File: src/rtl/double_edge_encode_if.sv
// Request/status bundle between a pulse source and double_edge_encode.
// The master drives pulse_in; the slave (encoder) drives the level and queue status.
interface double_edge_encode_if #(
  parameter int unsigned PEND_W = 2
) ();
  logic              pulse_in;
  logic              out;
  logic              busy;
  logic [PEND_W-1:0] pend_cnt;
  logic              overflow;

  modport master (output pulse_in, input out, input busy, input pend_cnt, input overflow);
  modport slave  (input pulse_in, output out, output busy, output pend_cnt, output overflow);
endinterface

File: src/rtl/double_edge_encode.sv
// Converts one-cycle request pulses into level toggles spaced at least HOLD_CYCLES apart.
// Optional DOUBLE_EDGE_ENCODE_STICKY_OVF_EN makes overflow latch until reset.
module double_edge_encode #(
  parameter int unsigned HOLD_CYCLES = 4,
  parameter int unsigned PEND_W      = 2
) (
  input logic                 clk,
  input logic                 reset,
  double_edge_encode_if.slave bus
);

  typedef enum logic [0:0] {
    IDLE = 1'b0,
    HOLD = 1'b1
  } state_t;

  localparam logic [7:0]        HOLD_RELOAD = 8'(HOLD_CYCLES - 32'd1);
  localparam logic [PEND_W-1:0] PEND_MAX    = {PEND_W{1'b1}};
  localparam logic [PEND_W-1:0] PEND_ZERO   = {PEND_W{1'b0}};
  localparam logic [PEND_W-1:0] PEND_ONE    = PEND_W'(1);

  state_t            state_r;
  state_t            state_s;
  logic [7:0]        hold_r;
  logic [7:0]        hold_s;
  logic              out_r;
  logic              out_s;
  logic [PEND_W-1:0] pend_r;
  logic [PEND_W-1:0] pend_s;
  logic              ovf_r;
  logic              ovf_s;
  logic              avail_s;
  logic              toggle_s;
  logic              drop_s;

  assign avail_s = bus.pulse_in | (pend_r != PEND_ZERO);

  // State register and registered outputs; reset clears everything immediately.
  always_ff @(posedge clk or posedge reset) begin
    if (reset) begin
      state_r <= IDLE;
      hold_r  <= 8'd0;
      out_r   <= 1'b0;
      pend_r  <= PEND_ZERO;
      ovf_r   <= 1'b0;
    end else begin
      state_r <= state_s;
      hold_r  <= hold_s;
      out_r   <= out_s;
      pend_r  <= pend_s;
      ovf_r   <= ovf_s;
    end
  end

  // Next-state logic: decide whether this edge emits a toggle.
  always_comb begin
    state_s  = state_r;
    hold_s   = hold_r;
    toggle_s = 1'b0;
    case (state_r)
      IDLE: begin
        if (avail_s) begin
          toggle_s = 1'b1;
          hold_s   = HOLD_RELOAD;
          state_s  = HOLD;
        end else begin
          state_s  = IDLE;
        end
      end
      HOLD: begin
        if (hold_r != 8'd0) begin
          hold_s = hold_r - 8'd1;
        end else if (avail_s) begin
          toggle_s = 1'b1;
          hold_s   = HOLD_RELOAD;
        end else begin
          state_s  = IDLE;
        end
      end
      default: begin
        state_s = IDLE;
        hold_s  = 8'd0;
      end
    endcase
  end

  // Queue bookkeeping: a toggle drains the queue before consuming pulse_in directly.
  always_comb begin
    pend_s = pend_r;
    drop_s = 1'b0;
    out_s  = out_r ^ toggle_s;
    if (toggle_s) begin
      if ((pend_r != PEND_ZERO) && !bus.pulse_in) begin
        pend_s = pend_r - PEND_ONE;
      end else begin
        pend_s = pend_r;
      end
    end else if (bus.pulse_in) begin
      if (pend_r != PEND_MAX) begin
        pend_s = pend_r + PEND_ONE;
      end else begin
        drop_s = 1'b1;
      end
    end else begin
      pend_s = pend_r;
    end
  end

  // Overflow flag: one-cycle pulse per drop, or sticky until reset.
  always_comb begin
`ifdef DOUBLE_EDGE_ENCODE_STICKY_OVF_EN
    ovf_s = ovf_r | drop_s;
`else
    ovf_s = drop_s;
`endif
  end

  assign bus.out      = out_r;
  assign bus.pend_cnt = pend_r;
  assign bus.overflow = ovf_r;
  assign bus.busy     = (state_r != IDLE) | (pend_r != PEND_ZERO);

endmodule

File: src/flat_wrapper.sv
// flat-port wrapper written by rule: the top's interface ports become plain ports
module double_edge_encode_flat 
#(
  parameter int unsigned HOLD_CYCLES = 4,
  parameter int unsigned PEND_W      = 2
)
  (clk, reset, bus_pulse_in, bus_out, bus_busy, bus_pend_cnt, bus_overflow);
  double_edge_encode_if #(.PEND_W(PEND_W)) bus_i ();
  input logic clk;
  input logic reset;
  input wire logic [$bits(bus_i.pulse_in)-1:0] bus_pulse_in;
  output wire logic [$bits(bus_i.out)-1:0] bus_out;
  output wire logic [$bits(bus_i.busy)-1:0] bus_busy;
  output wire logic [$bits(bus_i.pend_cnt)-1:0] bus_pend_cnt;
  output wire logic [$bits(bus_i.overflow)-1:0] bus_overflow;
  assign bus_i.pulse_in = bus_pulse_in;
  assign bus_out = bus_i.out;
  assign bus_busy = bus_i.busy;
  assign bus_pend_cnt = bus_i.pend_cnt;
  assign bus_overflow = bus_i.overflow;
  double_edge_encode #(.HOLD_CYCLES(HOLD_CYCLES), .PEND_W(PEND_W)) u_core (.clk(clk), .reset(reset), .bus(bus_i));
endmodule
File: config.mk
export PLATFORM = sky130hd
export DESIGN_NAME = double_edge_encode_flat
export DESIGN_NICKNAME = d
export VERILOG_FILES = /design/src/rtl/double_edge_encode_if.sv /design/src/rtl/double_edge_encode.sv /design/src/flat_wrapper.sv
export SDC_FILE = /design/constraint.sdc
export NUM_CORES = 1
export LEC_CHECK = 0
export BUFFER_PORTS_ARGS = -buffer_cell sky130_fd_sc_hd__buf_2
export CORE_AREA = 10 10 50 52
export CTS_BUF_LIST = sky130_fd_sc_hd__clkbuf_8
export DETAILED_ROUTE_END_ITERATION = 8
export DIE_AREA = 0 0 60 62
export PLACE_DENSITY = 0.74
export SYNTH_ARGS = -nofsm -noshare
export SYNTH_HDL_FRONTEND = slang
export SYNTH_SLANG_ARGS = --single-unit
File: constraint.sdc
create_clock -name clk -period 1.8 [get_ports clk]
set_clock_uncertainty 0.2 [all_clocks]
set_input_delay 0.54 -clock clk [delete_from_list [all_inputs] [get_ports clk]]
set_output_delay 0.54 -clock clk [all_outputs]
set_load 0.01 [all_outputs]
==> results of run 1 <==
cell usage in the layout (no fill, tap or decap), types with 2 or more instances in the layout:
master / count
a21oi_1: 4
buf_2: 6
buf_4: 5
clkbuf_8: 3
dfrtp_1: 13
inv_1: 7
mux2i_1: 2
nand2_1: 7
nand2b_1: 2
nand3_1: 6
nor2_1: 8
nor3_1: 2
o21ai_0: 3
o31ai_1: 2
or3_4: 2
xnor2_1: 2
final timing paths:
path,start,cells past startpoint,to
max,u_core.state_r$_DFF_PP0_,2,bus_busy
min,reset,2,u_core.bus.pend_cnt[0]$_DFFE_PP0P_
max reg2reg,u_core.hold_r[0]$_DFF_PP0_,6,u_core.hold_r[6]$_DFF_PP0_
min reg2reg,u_core.bus.out$_DFF_PP0_,1,u_core.bus.out$_DFF_PP0_
max in group asynchronous,reset,2,u_core.hold_r[7]$_DFF_PP0_
min in group clk,u_core.bus.out$_DFF_PP0_,1,u_core.bus.out$_DFF_PP0_
metal layers:
metal / vias to the layer above / global-route usage, % / wire (µm)
met1: 255 / 8.983 / 575
met5: - / 0 / 0
met4: 0 / 7.692 / 47
met3: 4 / 4.268 / 84
met2: 10 / 12.79 / 578
li1: 282 / - / -
area by class of cell:
cell class                 count  area (µm²)
fill                         153       792.0
multi-input combinational     52       329.1
sequential                    13       325.3
timing repair buffer          12       78.83
clock buffer                   3       41.29
inverter                       6       22.52
tap                           17       21.27
clock inverter                 1       3.754
cell families after synthesis:
| logic type | share of synthesized area (%) |
|---|---|
| AO/OA/AOI/OAI | 11.40 |
| AND/OR/NAND/NOR | 28.49 |
| adder cells (fa/ha/maj) | 1.838 |
| buffers and inverters | 4.963 |
| flip-flops | 47.79 |
| XOR/XNOR | 2.574 |
| multiplexers | 2.941 |
repair_timing:
item / in CTS / in global routing
endpoints found under the hold margin: 0 / 0
endpoints found under the setup margin: 1 / 4
gates resized for setup: 0 / 4
flip-flops by register name, summed over array words and instances, names as in the netlist:
name / count
u_core.hold_r: 8
u_core.bus.pend_cnt: 2
u_core.bus.out: 1
u_core.bus.overflow: 1
u_core.state_r: 1
power groups by stage:
stage | Combinational [W] | Sequential [W] | Clock, W
floorplan | 0.00000667 | 0.000300 | 0
global placement | 0.0000138 | 0.000299 | 0
detailed placement | 0.0000142 | 0.000299 | 0
CTS | 0.0000143 | 0.000294 | 0.000254
global route | 0.0000162 | 0.000294 | 0.000275
finish | 0.0000137 | 0.000294 | 0.000250
per-stage QoR:
stage | setup WS (ps) | cell area, µm² | hold slack (ps) | std cells | setup TNS [ps]
2_1_floorplan | 191.6 | 680.7 | 217.0 | 72 | 0
3_3_place_gp | 99.27 | 763.2 | 252.6 | 100 | 0
3_5_place_dp | 65.28 | 763.2 | 256.9 | 100 | 0
4_1_cts | -58.26 | 808.3 | 135.7 | 104 | -58.26
5_1_grt | -101.9 | 822.0 | 158.2 | 104 | -101.9
6_report | -56.69 | 822.0 | 117.6 | 104 | -56.69
critical path: stages (launching register included):
cell and delay, ps:
dfrtp_1 370, or3_4 380, buf_6 130
==> results.toml, run 1 <==
[die]
core_um2 = 1614
dieArea_um2 = 3720
rows = 15
die_w_um = 60
start_util_pct = 42.17
fp.dieH_um = 62
io_pins = 8

[critical_path]
cp.required_ps = 1060
end_kind = "output port"
path_max_fanout = 2
crit_type = "flop to output port"
r2r_setup_slack_ps = 110
cp-start-kind = "flop"
worstPathArrival_ps = 1120

[clock_network]
clk_latency_ps = 240
cts_tree = "built"
cts_sinks = 13
path_clk_slew_ps = 50
h-tree-depth = 1
cts_buffers = 3
post_cts_buffers = 0
holdBufCountCts = 0
cts_buffer_depth = 2
cts.root.buffer_cell = "clkbuf_8"

[job]
max_cap_viol_count = 0

[logic_synthesis]
ys_seq_area_share_pct = 47.79
synth_most_common_cell = "dfrtp_1"
ys_types = 26
synth-async-reset-ratio_pct = 100.0
yosysTopAreaCellShare_pct = 47.79
synth_edf_count = 0
synth.ff_latch_count = 13
synth_area_leaders = "dfrtp_1 48%, nand3_1 4.4%, nor2_1 4.4%, nand2_1 3.9%, inv_1 3.3%"
syn_area_per_cell_um2 = 9.454
yosys_warnings = 0
synth_area_um2 = 680.7
synth_top_area_cell = "dfrtp_1"
yosys_most_used_dff = "dfrtp_1"
synth_common_cells = "13 x dfrtp_1, 8 x nor2_1, 7 x nand2_1"
syn_nets = 76
syn_inst = 72

[outcome]
outcome = "finished, violations left"
violations = "setup timing"

[final_layout]
nets = 92
utilization_pct = 50.93
area_delta_synth_final_pct = 20.77
drive_gt1_share_pct = 25.29
diodes = 0

[route]
initialDrtViolationCount = 11
drt_first_pass_iters = 4
routed_wl_um = 1285
num_vias = 551
via_per_inst = 5.298
drcViolationCount = 0
route.antenna.remaining_nets = 0
wl_per_cell_um = 12.36

[power_and_ir_drop]
p_sw_share_pct = 19.66
p_total_w = 0.0005572
leakagePower_nw = 0.3690
ir_drop_v = 0.0004441
clkPwrFrac_pct = 44.8
pwr-share-seq_pct = 52.8
p_int_w = 0.0004477
power_density_nw_per_um2 = 677.9
pwr-share-comb_pct = 2.5
power_switching_w = 0.0001096

[timing]
slew_headroom_pct = 66.20
finalHoldViolations = 0
tightest_slew_ps = 506.5
setup_slack_ps = -56.69
setup_violations = 1
max_freq_ghz = 0.5386
period_share_pct = 103.1
rsz0062_at_grt = "true"
slew_viol_final = 0
min_period_ps = 1857

[global_routing]
antenna_found_initial = 0
grt_overflow = 0
grt_max_degree = 14
grt_pass1_vias = 566
grt_pass1_wl_um = 2339
grt.total_usage_pct = 8.688

[place]
gp_congestion = 0.7752
port_buffers = 7
dpl.hpwl_um = 975.5

[hold_path]
hold_path_class = "primary input to async pin"
No activity file was read; power rests on OpenSTA's default activity.
==> run 2: changes to the inputs <==
CTS_BUF_LIST = sky130_fd_sc_hd__clkbuf_16   (was sky130_fd_sc_hd__clkbuf_8)
SKIP_LAST_GASP = 1   (was unset)
==> run 2 against run 1 <==
Net effect:
- the run still ends with setup timing left
- register-to-register slack is essentially flat
- power up 28%
- utilization rose by 2.1 points
- largest cell class unchanged
==> results.toml, run 2 (synthesis gave the netlist of run 1 again) <==
[outcome]
outcome = "finished, violations left"
violations = "setup timing"

[die]
rows = 15
io_pins = 8
start_util_pct = 42.17
die_w_um = 60
dieArea_um2 = 3720
fp.dieH_um = 62
core_um2 = 1614

[final_layout]
mostFrequentLayoutCells = "13 x dfrtp_1, 8 x nor2_1, 7 x inv_1, 7 x nand2_1"
drive_gt1_share_pct = 25.29
fin_cells = 104
nets = 92
diodes = 0
utilization_pct = 53.02
stdcell_area_um2 = 855.8
regMostFlops = "u_core.hold_r"
final_common_cell = "dfrtp_1"
area_delta_synth_final_pct = 25.74
largest_register_ffs = 8

[place]
dpl.hpwl_um = 975.5
dpl_cell_area_um2 = 763.2
dp_cells = 100
port_buffers = 7
gp_congestion = 0.7752
pre_cts_ws_ps = 65.28

[global_routing]
grt_pass1_wl_um = 2311
grt_pass1_vias = 571
grt.total_usage_pct = 8.480
antenna_found_initial = 0
grt_overflow = 0
grt_max_degree = 14

[clock_network]
cts_tree = "built"
cts_buffer_depth = 2
path_clk_slew_ps = 40
holdBufCountCts = 0
cts.root.buffer_cell = "clkbuf_16"
h-tree-depth = 1
cts_sinks = 13
clk_latency_ps = 240
cts_buffers = 3

[hold_path]
hold_path_class = "primary input to async pin"

[job]
max_cap_viol_count = 0

[route]
num_vias = 546
drt_first_pass_iters = 4
drcViolationCount = 0
route.antenna.remaining_nets = 0
via_per_inst = 5.250
initialDrtViolationCount = 12
routed_wl_um = 1285
wl_per_cell_um = 12.36

[timing]
slew_viol_final = 0
min_period_ps = 1852
max_freq_ghz = 0.5400
finalHoldViolations = 0
rsz0062_at_grt = "true"
setup_slack_ps = -51.69
period_share_pct = 102.9
slew_headroom_pct = 66.28
setup_violations = 1
tightest_slew_ps = 505.3

[critical_path]
worstPathArrival_ps = 1110
cpMaxStageDelayCell = "or3_4"
cp.required_ps = 1060
crit_type = "flop to output port"
path_cells = "or3_4 > buf_6"
cp-start-kind = "flop"
path_max_fanout = 2
end_kind = "output port"
slowest_delay_ps = 380

[power_and_ir_drop]
ir_drop_v = 0.0005673
leakagePower_nw = 0.3844
power_density_nw_per_um2 = 834.6
run 2: cell counts in the layout (fill, tap and decap cells not counted):
No cell type changed its count.
run 2: routing by layer:
metal	up-vias	share of wire, %	track usage [%]
met2	10	45	12.79
met5	-	0	0
met1	250	45	8.747
li1	282	-	-
met4	0	3.9	7.692
met3	4	6.6	3.659
run 2: report_power, final:
| part | internal (W) | switching [W] | leakage (nW) | total (W) |
|---|---|---|---|---|
| clock network | 0.000292 | 0.000114 | 0.0423 | 0.000406 |
| logic | 0.00000358 | 0.0000101 | 0.198 | 0.0000137 |
| registers | 0.000295 | 0.000000210 | 0.144 | 0.000295 |
run 2: path summary, 6_finish.rpt:
kind	startpoint	endpoint	slack, ps	depth (start not counted)
hold / removal	reset	u_core.bus.pend_cnt[0]$_DFFE_PP0P_	120	2
setup / recovery	u_core.state_r$_DFF_PP0_	bus_busy	-50	2
min in group clk	u_core.bus.out$_DFF_PP0_	u_core.bus.out$_DFF_PP0_	260	1
max in group asynchronous	reset	u_core.hold_r[4]$_DFF_PP0_	940	2
hold reg to reg	u_core.bus.out$_DFF_PP0_	u_core.bus.out$_DFF_PP0_	260	1
setup reg to reg	u_core.hold_r[0]$_DFF_PP0_	u_core.hold_r[6]$_DFF_PP0_	110	6
run 2: per-stage QoR:
step | total power [W] | setup TNS (ps) | hold slack [ps]
2_1_floorplan | 0.0003063 | 0 | 217.0
3_3_place_gp | 0.0003128 | 0 | 252.6
3_5_place_dp | 0.0003132 | 0 | 256.9
4_1_cts | 0.0007234 | -54.37 | 138.6
5_1_grt | 0.0007386 | -88.19 | 171.0
6_report | 0.0007143 | -51.69 | 120.8
run 2: final cells by class:
cell class                      instances  area [µm²]
Clock buffer                            3       75.07
Clock inverter                          1       3.754
Fill cell                             145       758.2
Inverter                                6       22.52
Multi-Input combinational cell         52       329.1
Sequential cell                        13       325.3
Tap cell                               17       21.27
Timing Repair Buffer                   12       78.83
run 2: what timing repair did:
item / CTS / global route
cloned: 0 / 0
gates resized for setup: 0 / 4
setup endpoints to repair: 1 / 4
buffers inserted: 0 / 0
run 2: worst max-delay path, delay by kind of cell (launching register included):
kind / cells / cell delay [ps]
flip-flops: 1 / 360
buffers and inverters: 1 / 130
AND/OR/NAND/NOR: 1 / 380
==> run 3: changes to the inputs <==
PLACE_DENSITY = 0.76   (was 0.74)
SKIP_CTS_REPAIR_TIMING = 1   (was unset)
SLEW_MARGIN = 30   (was unset)
clock period = 1.7 ns   (was 1.8 ns; I/O delays follow)
==> run 3 against run 2 <==
Net effect:
- the run still ends with setup timing left
- combinational power grew 18%
- flip-flop and latch count stayed put
- clock-buffer cell count did not move
- worst setup slack got worse by 98 ps
- via count grew 14%
- utilization up 6.7 points
- register-to-register slack worse by 50 ps
- critical path type unchanged
- largest cell class unchanged
- highest routed layer unchanged
==> results.toml, run 3 (synthesis gave the netlist of run 1 again) <==
[outcome]
outcome = "finished, violations left"
violations = "setup timing"

[die]
io_pins = 8
die_w_um = 60
core_um2 = 1614
dieArea_um2 = 3720
fp.dieH_um = 62
start_util_pct = 42.17
rows = 15

[critical_path]
r2r_setup_slack_ps = 60
path_max_fanout = 2
cp-start-kind = "flop"
slowest_delay_ps = 390
end_kind = "output port"
worstPathArrival_ps = 1140
crit_type = "flop to output port"
worst-r2r-cell-count = 5
r2r_start = "u_core.hold_r[3]$_DFF_PP0_"
path_cells = "or3_4 > buf_6"
cpMaxStageDelayCell = "or3_4"
r2r_end = "u_core.hold_r[6]$_DFF_PP0_"
cp.required_ps = 990

[timing]
tightest_slew_ps = 506.3
slew_viol_final = 0
setup_slack_ps = -149.4
period_share_pct = 108.8
rsz0062_at_grt = "true"
min_period_ps = 1849
setup_violations = 1
finalHoldViolations = 0
slew_headroom_pct = 66.21
max_freq_ghz = 0.5407

[clock_network]
clk_latency_ps = 240
cts_buffers = 3
cts.root.buffer_cell = "clkbuf_16"
path_clk_slew_ps = 50
h-tree-depth = 1
cts_buffer_depth = 2
cts_tree = "built"
cts_sinks = 13

[power_and_ir_drop]
ir_drop_v = 0.0007550
power_density_nw_per_um2 = 806.0
leakagePower_nw = 0.4301

[final_layout]
final_common_cell = "buf_4"
regMostFlops = "u_core.hold_r"
stdcell_area_um2 = 963.4
nets = 101
final.fill_count = 141
largest_register_ffs = 8
mostFrequentLayoutCells = "14 x buf_4, 12 x dfrtp_1, 8 x nor2_1"
diodes = 0
drive_gt1_share_pct = 38.54
area_delta_synth_final_pct = 41.54

[global_routing]
grt_overflow = 0
grt_max_degree = 14
busiest_layer = "met2"
grt.total_usage_pct = 9.816
grt_pass1_wl_um = 2697
grt_pass1_vias = 622
grtUsageMet2_pct = 15.88
gr-usage-met3_pct = 4.878
antenna_found_initial = 0
gr-usage-met1_pct = 10.17

[route]
routed_wl_um = 1647
initialDrtViolationCount = 8
drcViolationCount = 0
route.antenna.remaining_nets = 0
num_vias = 624
via_per_inst = 5.522
drt_first_pass_iters = 4
wl_per_cell_um = 14.58

[place]
pre_cts_ws_ps = 71.06
dpl.hpwl_um = 1080
dpl_cell_area_um2 = 815.8
gp_congestion = 0.7580
port_buffers = 7

[job]
max_cap_viol_count = 0

[hold_path]
hold_path_class = "primary input to async pin"
[run 3: critical path: cells and delay by family, from the launching register on]
kind | cells | cell delay (ps)
flops | 1 | 370
simple gates | 1 | 390
buf+inv | 1 | 130
[run 3: how the worst max path moves through the flow]
stage / slack [ps] / endpoint / from / depth (start not counted)
final: -150 / bus_busy / u_core.bus.pend_cnt[0]$_DFFE_PP0P_ / 2
after global routing: -170 / bus_busy / u_core.bus.pend_cnt[0]$_DFFE_PP0P_ / 2
after CTS: -180 / bus_busy / u_core.state_r$_DFF_PP0_ / 2
after detailed placement: 70 / u_core.hold_r[6]$_DFF_PP0_ / u_core.hold_r[0]$_DFF_PP0_ / 6
after global placement: 120 / u_core.hold_r[5]$_DFF_PP0_ / bus_pulse_in / 5
after floorplan: 110 / u_core.hold_r[6]$_DFF_PP0_ / u_core.hold_r[0]$_DFF_PP0_ / 6
[run 3: per-stage QoR]
stage	setup TNS [ps]	hold WS (ps)	power (W)	cells	util, %
4_1_cts	-184.1	109.1	0.0007837	111	55.50
2_1_floorplan	0	187.0	0.0003244	72	-
3_3_place_gp	0	252.6	0.0003330	107	50.54
5_1_grt	-186.2	127.0	0.0008001	113	59.69
6_report	-149.4	87.62	0.0007766	113	59.69
3_5_place_dp	0	256.3	0.0003336	107	50.54
[run 3: area by class of cell]
cell class              count  area, µm²  share of cell area [%]
clock buffers               3      75.07                   7.792
clock inverters             1      5.005                  0.5195
inverters                   6      22.52                   2.338
multi-input cells          52      366.6                   38.05
flip-flops and latches     13      326.6                   33.90
well taps                  17      21.27                   2.208
repair buffers             21      146.4                   15.19
[run 3: report_power, final]
part,internal [W],switching [W]
Combinational,0.00000526,0.0000108
Sequential,0.000311,0.000000229
Clock,0.000313,0.000136
Total,0.000630,0.000147
[run 3: metal layers]
| metal | part of all wire [%] | vias up | routed length (µm) |
|---|---|---|---|
| met4 | 1.6 | 0 | 26 |
| met3 | 4.5 | 4 | 74 |
| met5 | 0 | - | 0 |
| li1 | - | 304 | - |
| met1 | 42 | 300 | 687 |
| met2 | 52 | 16 | 858 |
